==> config.mk <==
export PLATFORM = sky130hd
export DESIGN_NAME = pp_bank
export DESIGN_NICKNAME = d
export VERILOG_FILES = /design/src/rtl/booth_pkg.sv /design/src/rtl/pp_align.sv /design/src/rtl/pp_bank.sv
export SDC_FILE = /design/constraint.sdc
export NUM_CORES = 1
export LEC_CHECK = 0
export ABC_AREA = 1
export ABC_CLOCK_PERIOD_IN_PS = 2500
export BUFFER_PORTS_ARGS = -buffer_cell sky130_fd_sc_hd__buf_4
export CORE_ASPECT_RATIO = 0.6
export CORE_MARGIN = 5
export CORE_UTILIZATION = 38
export CTS_CLUSTER_DIAMETER = 40
export DETAILED_ROUTE_END_ITERATION = 16
export MAX_ROUTING_LAYER = met4
export PLACE_DENSITY = 0.57
export SLEW_MARGIN = 20
export SYNTH_ARGS = -nofsm -noshare
export SYNTH_HDL_FRONTEND = slang
export SYNTH_HIERARCHICAL = 1
export SYNTH_SLANG_ARGS = --single-unit
==> constraint.sdc <==
create_clock -name clk -period 2.5 [get_ports clk]
set_input_delay 0.125 -clock clk [delete_from_list [all_inputs] [get_ports clk]]
set_output_delay 0.125 -clock clk [all_outputs]
set_load 0.02 [all_outputs]
==> src/rtl/booth_pkg.sv <==
// booth_pkg: shared constants and state encoding for the Booth
// partial-product bank (pp_bank) and its alignment helper (pp_align).
package booth_pkg;

    localparam int W_DEFAULT   = 8;
    localparam int NPP_DEFAULT = 4;

    typedef enum logic {
        FILL = 1'b0,
        HOLD = 1'b1
    } bank_state_t;

endpackage

==> src/rtl/pp_align.sv <==
// pp_align: places one signed Booth partial product at its weight 4^K
// inside a 2W-bit field (sign-extended, 2K zero LSBs, MSBs truncated).
// Ports:
//   i_pp      [W:0]    signed partial product, two's complement
//   o_aligned [2W-1:0] aligned partial product
module pp_align
    import booth_pkg::*;
#(
    parameter int W = W_DEFAULT,
    parameter int K = 0
)(
    input  logic [W:0]     i_pp,
    output logic [2*W-1:0] o_aligned
);

    logic [2*W-1:0] w_ext;

    // W-1 sign copies plus the W+1 bit product fill exactly 2W bits;
    // the left shift then drops the extra sign bits off the top.
    assign w_ext     = {{(W-1){i_pp[W]}}, i_pp};
    assign o_aligned = w_ext << (2 * K);

endmodule

==> src/rtl/pp_bank.sv <==
// pp_bank: collects NPP aligned Booth partial products into a bank and
// presents the full bank with a valid/ready handshake (zero-bubble).
// Ports:
//   clk, clr        clock, asynchronous active-high reset
//   flush           synchronous abort: clears bank, back to slot 0
//   in_valid/ready  partial-product input handshake
//   pp_in [W:0]     signed partial product, neg_in its negate flag
//   idx             slot index for the next accepted partial product
//   out_valid/ready bank output handshake
//   pp_out          NPP slots of 2W bits, slot k at [(k+1)*2W-1:k*2W]
//   neg_out         bit k is the negate flag of slot k
module pp_bank
    import booth_pkg::*;
#(
    parameter int W    = W_DEFAULT,
    parameter int NPP  = NPP_DEFAULT,
    localparam int IW  = (NPP > 1) ? $clog2(NPP) : 1
)(
    input  logic                  clk,
    input  logic                  clr,
    input  logic                  flush,
    input  logic                  in_valid,
    output logic                  in_ready,
    input  logic [W:0]            pp_in,
    input  logic                  neg_in,
    output logic [IW-1:0]         idx,
    output logic                  out_valid,
    input  logic                  out_ready,
    output logic [NPP*2*W-1:0]    pp_out,
    output logic [NPP-1:0]        neg_out
);

    bank_state_t              r_state;
    bank_state_t              w_state_nxt;
    logic [IW-1:0]            r_idx;
    logic [IW-1:0]            w_idx_nxt;
    logic [NPP-1:0][2*W-1:0]  r_slot;
    logic [NPP-1:0][2*W-1:0]  w_aligned;
    logic [NPP-1:0]           r_neg;
    logic [NPP-1:0]           w_load;
    logic                     w_accept;
    logic                     w_last;

    for (genvar k = 0; k < NPP; k++) begin : g_align
        pp_align #(
            .W (W),
            .K (k)
        ) u_align (
            .i_pp      (pp_in),
            .o_aligned (w_aligned[k])
        );
    end

    always_ff @(posedge clk or posedge clr) begin
        if (clr) begin
            r_state <= FILL;
            r_idx   <= '0;
        end else begin
            r_state <= w_state_nxt;
            r_idx   <= w_idx_nxt;
        end
    end

    always_comb begin
        w_state_nxt = r_state;
        w_idx_nxt   = r_idx;
        in_ready    = 1'b0;
        out_valid   = 1'b0;
        w_accept    = 1'b0;
        w_last      = (r_idx == IW'(NPP - 1));

        unique case (r_state)
            FILL: in_ready = !flush;
            HOLD: begin
                // Accepting while the bank is taken keeps the stream gapless.
                in_ready  = out_ready && !flush;
                out_valid = 1'b1;
            end
            default: ;
        endcase

        w_accept = in_valid && in_ready;

        if (flush) begin
            w_state_nxt = FILL;
            w_idx_nxt   = '0;
        end else if (w_accept) begin
            // In HOLD idx is 0, so this also covers the hand-off accept.
            w_state_nxt = w_last ? HOLD : FILL;
            w_idx_nxt   = w_last ? '0 : r_idx + 1'b1;
        end else if (r_state == HOLD && out_ready) begin
            w_state_nxt = FILL;
            w_idx_nxt   = '0;
        end
    end

    always_comb begin
        w_load = '0;
        for (int i = 0; i < NPP; i++) begin
            w_load[i] = w_accept && (r_idx == IW'(i));
        end
    end

    always_ff @(posedge clk or posedge clr) begin
        if (clr) begin
            r_slot <= '0;
            r_neg  <= '0;
        end else if (flush) begin
            r_slot <= '0;
            r_neg  <= '0;
        end else begin
            for (int i = 0; i < NPP; i++) begin
                if (w_load[i]) begin
                    r_slot[i] <= w_aligned[i];
                    r_neg[i]  <= neg_in;
                end
            end
        end
    end

    assign idx     = r_idx;
    assign pp_out  = r_slot;
    assign neg_out = r_neg;

endmodule
==> impl_metrics.env <==
export IMPL_cts_buffers=9
export IMPL_ant_nets=0
export IMPL_hold_viol_final=0
export IMPL_final_cell_mix="buf_4 (96), dfrtp_1 (71), nand2_1 (70)"
export IMPL_cp_start_kind="flip-flop"
export IMPL_antenna_found_initial=0
export IMPL_register_area_um2=1780
export IMPL_clockBufferDepth=2
export IMPL_drt_iter0_markers=215
export IMPL_wl_per_cell_um=17.7
export IMPL_finalSetupViolCount=0
export IMPL_rrSetupSlack_ns=0.83
export IMPL_final_common_cell="buf_4"
export IMPL_worstSetupEndpointType="output port"
export IMPL_rows=28
export IMPL_min_delay_path_class="input port to flip-flop"
export IMPL_maxCapViolCount=0
export IMPL_cts_tree="yes"
export IMPL_syn_area_um2=3740
export IMPL_outcome="finished clean"
export IMPL_yosysTopAreaCellShare_pct=47.5
export IMPL_fill_cells=983
export IMPL_power_density_nw_per_um2=686
export IMPL_critPathArrivalTime_ns=1.56
export IMPL_synth_warning_count=6
export IMPL_r2r_start="idx[0]$_DFFE_PP0P_"
export IMPL_drcViolationCount=0
export IMPL_vias=2861
export IMPL_p_leak_nw=2.35
export IMPL_multi_input_area_um2=1310
export IMPL_clk_latency_ns=0.33
export IMPL_grt_util_all_layers_pct=17.3
export IMPL_ctsResizeCount=0
export IMPL_irDropWorstVdd_v=0.000325
export IMPL_ys_seq_elements=71
export IMPL_place_gp_congestion=0.764
export IMPL_grt_pass1_vias=2884
export IMPL_relSlewSlack_pct=65.2
export IMPL_fp_dieArea_um2=12000
export IMPL_synth_seq_area_share_pct=47.5
export IMPL_ys_types=19
export IMPL_rsz0062_at_grt="no"
export IMPL_hpwlAfterDp_um=6590
export IMPL_crit_fanout=39
export IMPL_first_pass_iters=4
export IMPL_routed_via_density=5.09
export IMPL_worst_slew_pin_slew_ns=0.522
export IMPL_path_clk_slew_ns=0.05
export IMPL_hold_depth=2
export IMPL_syn_inst=403
export IMPL_ys_top_cells_by_area="dfrtp_1 (47%), buf_4 (14%), nand4_1 (11%)"
export IMPL_min_to="r_state$_DFFE_PP0P_"
export IMPL_power_total_mw=2.99
export IMPL_core_um2=9740
export IMPL_portBuffers=86
export IMPL_finish_net_count=441
export IMPL_num_antenna_cells=0
export IMPL_cts_num_sinks=71
export IMPL_syn_avg_cell_area_um2=9.28
export IMPL_drt_total_wl_um=9940
export IMPL_worstSetupPathType="flip-flop to output port"
export IMPL_start_util_pct=38.4
export IMPL_yosys_area_top_type="dfrtp_1"
export IMPL_fin_crit_ns=1.68
export IMPL_cp_required_ns=2.38
export IMPL_fin_setup_tns_ns=0
export IMPL_area_growth_pct=16.4
export IMPL_fmax_mhz=594
export IMPL_skew_ns=0.00715
export IMPL_reg2reg_depth=5
export IMPL_drive_above_1_share_pct=30.7
export IMPL_die_h_um=86.9
export IMPL_gr_total_overflow=0
export IMPL_io_pins=87
export IMPL_rr_endpoint="neg_out[3]$_DFFE_PP0P_"
export IMPL_grt_pass1_wl_um=16000
export IMPL_min_delay_start="flush"
export IMPL_fp_dieW_um=138
export IMPL_cts_max_level=3
export IMPL_grt_max_degree=45
export IMPL_timing_final_crit_share_pct=67.3
export IMPL_root_buffer="clkbuf_16"
export IMPL_drv_slew=0
-- per-layer routing --
| layer | wire length [µm] | part of all wire, % | global-route usage (%) | vias to the layer above |
|---|---|---|---|---|
| met1 | 5000 | 50 | 24.7 | 1406 |
| met5 | 0 | 0 | - | - |
| met2 | 4370 | 44 | 24.7 | 79 |
| met4 | 61 | 0.61 | 3.23 | 0 |
| met3 | 505 | 5.1 | 4.94 | 8 |
| li1 | - | - | - | 1368 |
-- worst max-delay path by stage --
stage / from / to / slack, ns / cells after the start
2_1_floorplan: clr / idx[0]$_DFFE_PP0P_ / 0.58 / 1
3_3_place_gp: idx[1]$_DFFE_PP0P_ / pp_out[26]$_DFFE_PP0P_ / 0.90 / 6
3_5_place_dp: idx[0]$_DFFE_PP0P_ / neg_out[3]$_DFFE_PP0P_ / 0.82 / 5
4_1_cts: r_state$_DFFE_PP0P_ / in_ready / 0.81 / 3
5_1_grt: idx[0]$_DFFE_PP0P_ / pp_out[63]$_DFFE_PP0P_ / 0.64 / 5
6_report: r_state$_DFFE_PP0P_ / in_ready / 0.82 / 3
-- logic make-up (layout without fill, tap and decap cells) --
| logic type | after synthesis | after routing | share of synthesized area [%] |
|---|---|---|---|
| and+or+nand+nor | 217 | 217 | 31.8 |
| buffers and inverters | 105 | 120 | 18.6 |
| DFF | 71 | 71 | 47.5 |
| adders and majority gates | 4 | 4 | 1.34 |
| other | 3 | 12 | 0.301 |
| AOI/OAI and AO/OA | 3 | 3 | 0.502 |
-- power by group --
part	switching, mW	internal (mW)	leakage [nW]
sequential	0.0335	1.19	0.976
clock	0.482	0.896	0.162
combinational	0.258	0.123	1.21
-- worst max-delay path, cell delays in order (launching register included) --
cell and delay, ns:
dfrtp_1 0.44, a21oi_4 0.36, buf_12 0.25, buf_4 0.17
-- through the flow --
stage	setup WS, ns	util (%)	instances	instance area, µm²	hold slack [ns]
2_1_floorplan	0.578	-	412	3770	0.237
3_3_place_gp	0.901	41.3	545	4020	0.177
3_5_place_dp	0.820	41.3	545	4020	0.179
4_1_cts	0.805	44.7	562	4350	0.0425
5_1_grt	0.642	44.7	562	4350	0.0836
6_report	0.818	44.7	562	4350	0.0577
-- cell usage after synthesis --
master,number
nand2_1,70
a21oi_2,1
clkbuf_1,4
buf_2,25
buf_4,68
o21ai_0,2
conb_1,3
nand4_2,1
inv_2,1
dfrtp_1,71
nand2_2,1
nor2_1,2
nand3_1,62
nand4_1,68
buf_6,2
nand3_2,10
inv_1,5
ha_1,4
nand4_4,3
-- layout make-up --
class	count	share of cell area, %
Tap cell	135	3.88
Timing Repair Buffer	98	17.2
Sequential cell	71	40.8
Inverter	6	0.546
Multi-Input combinational cell	236	30.1
Clock inverter	6	1.93
Clock buffer	10	5.49
-- registers in the layout, indices dropped and copies added, names as in the netlist --
signal	cells
r_state	1
neg_out	4
pp_out	64
idx	2
-- what timing repair did --
| action | in CTS | in global routing |
|---|---|---|
| hold buffers | 1 | 0 |
| setup buffers | 0 | 0 |
| hold endpoints to repair | 26 | 0 |
(Power assumes the default switching activity.)
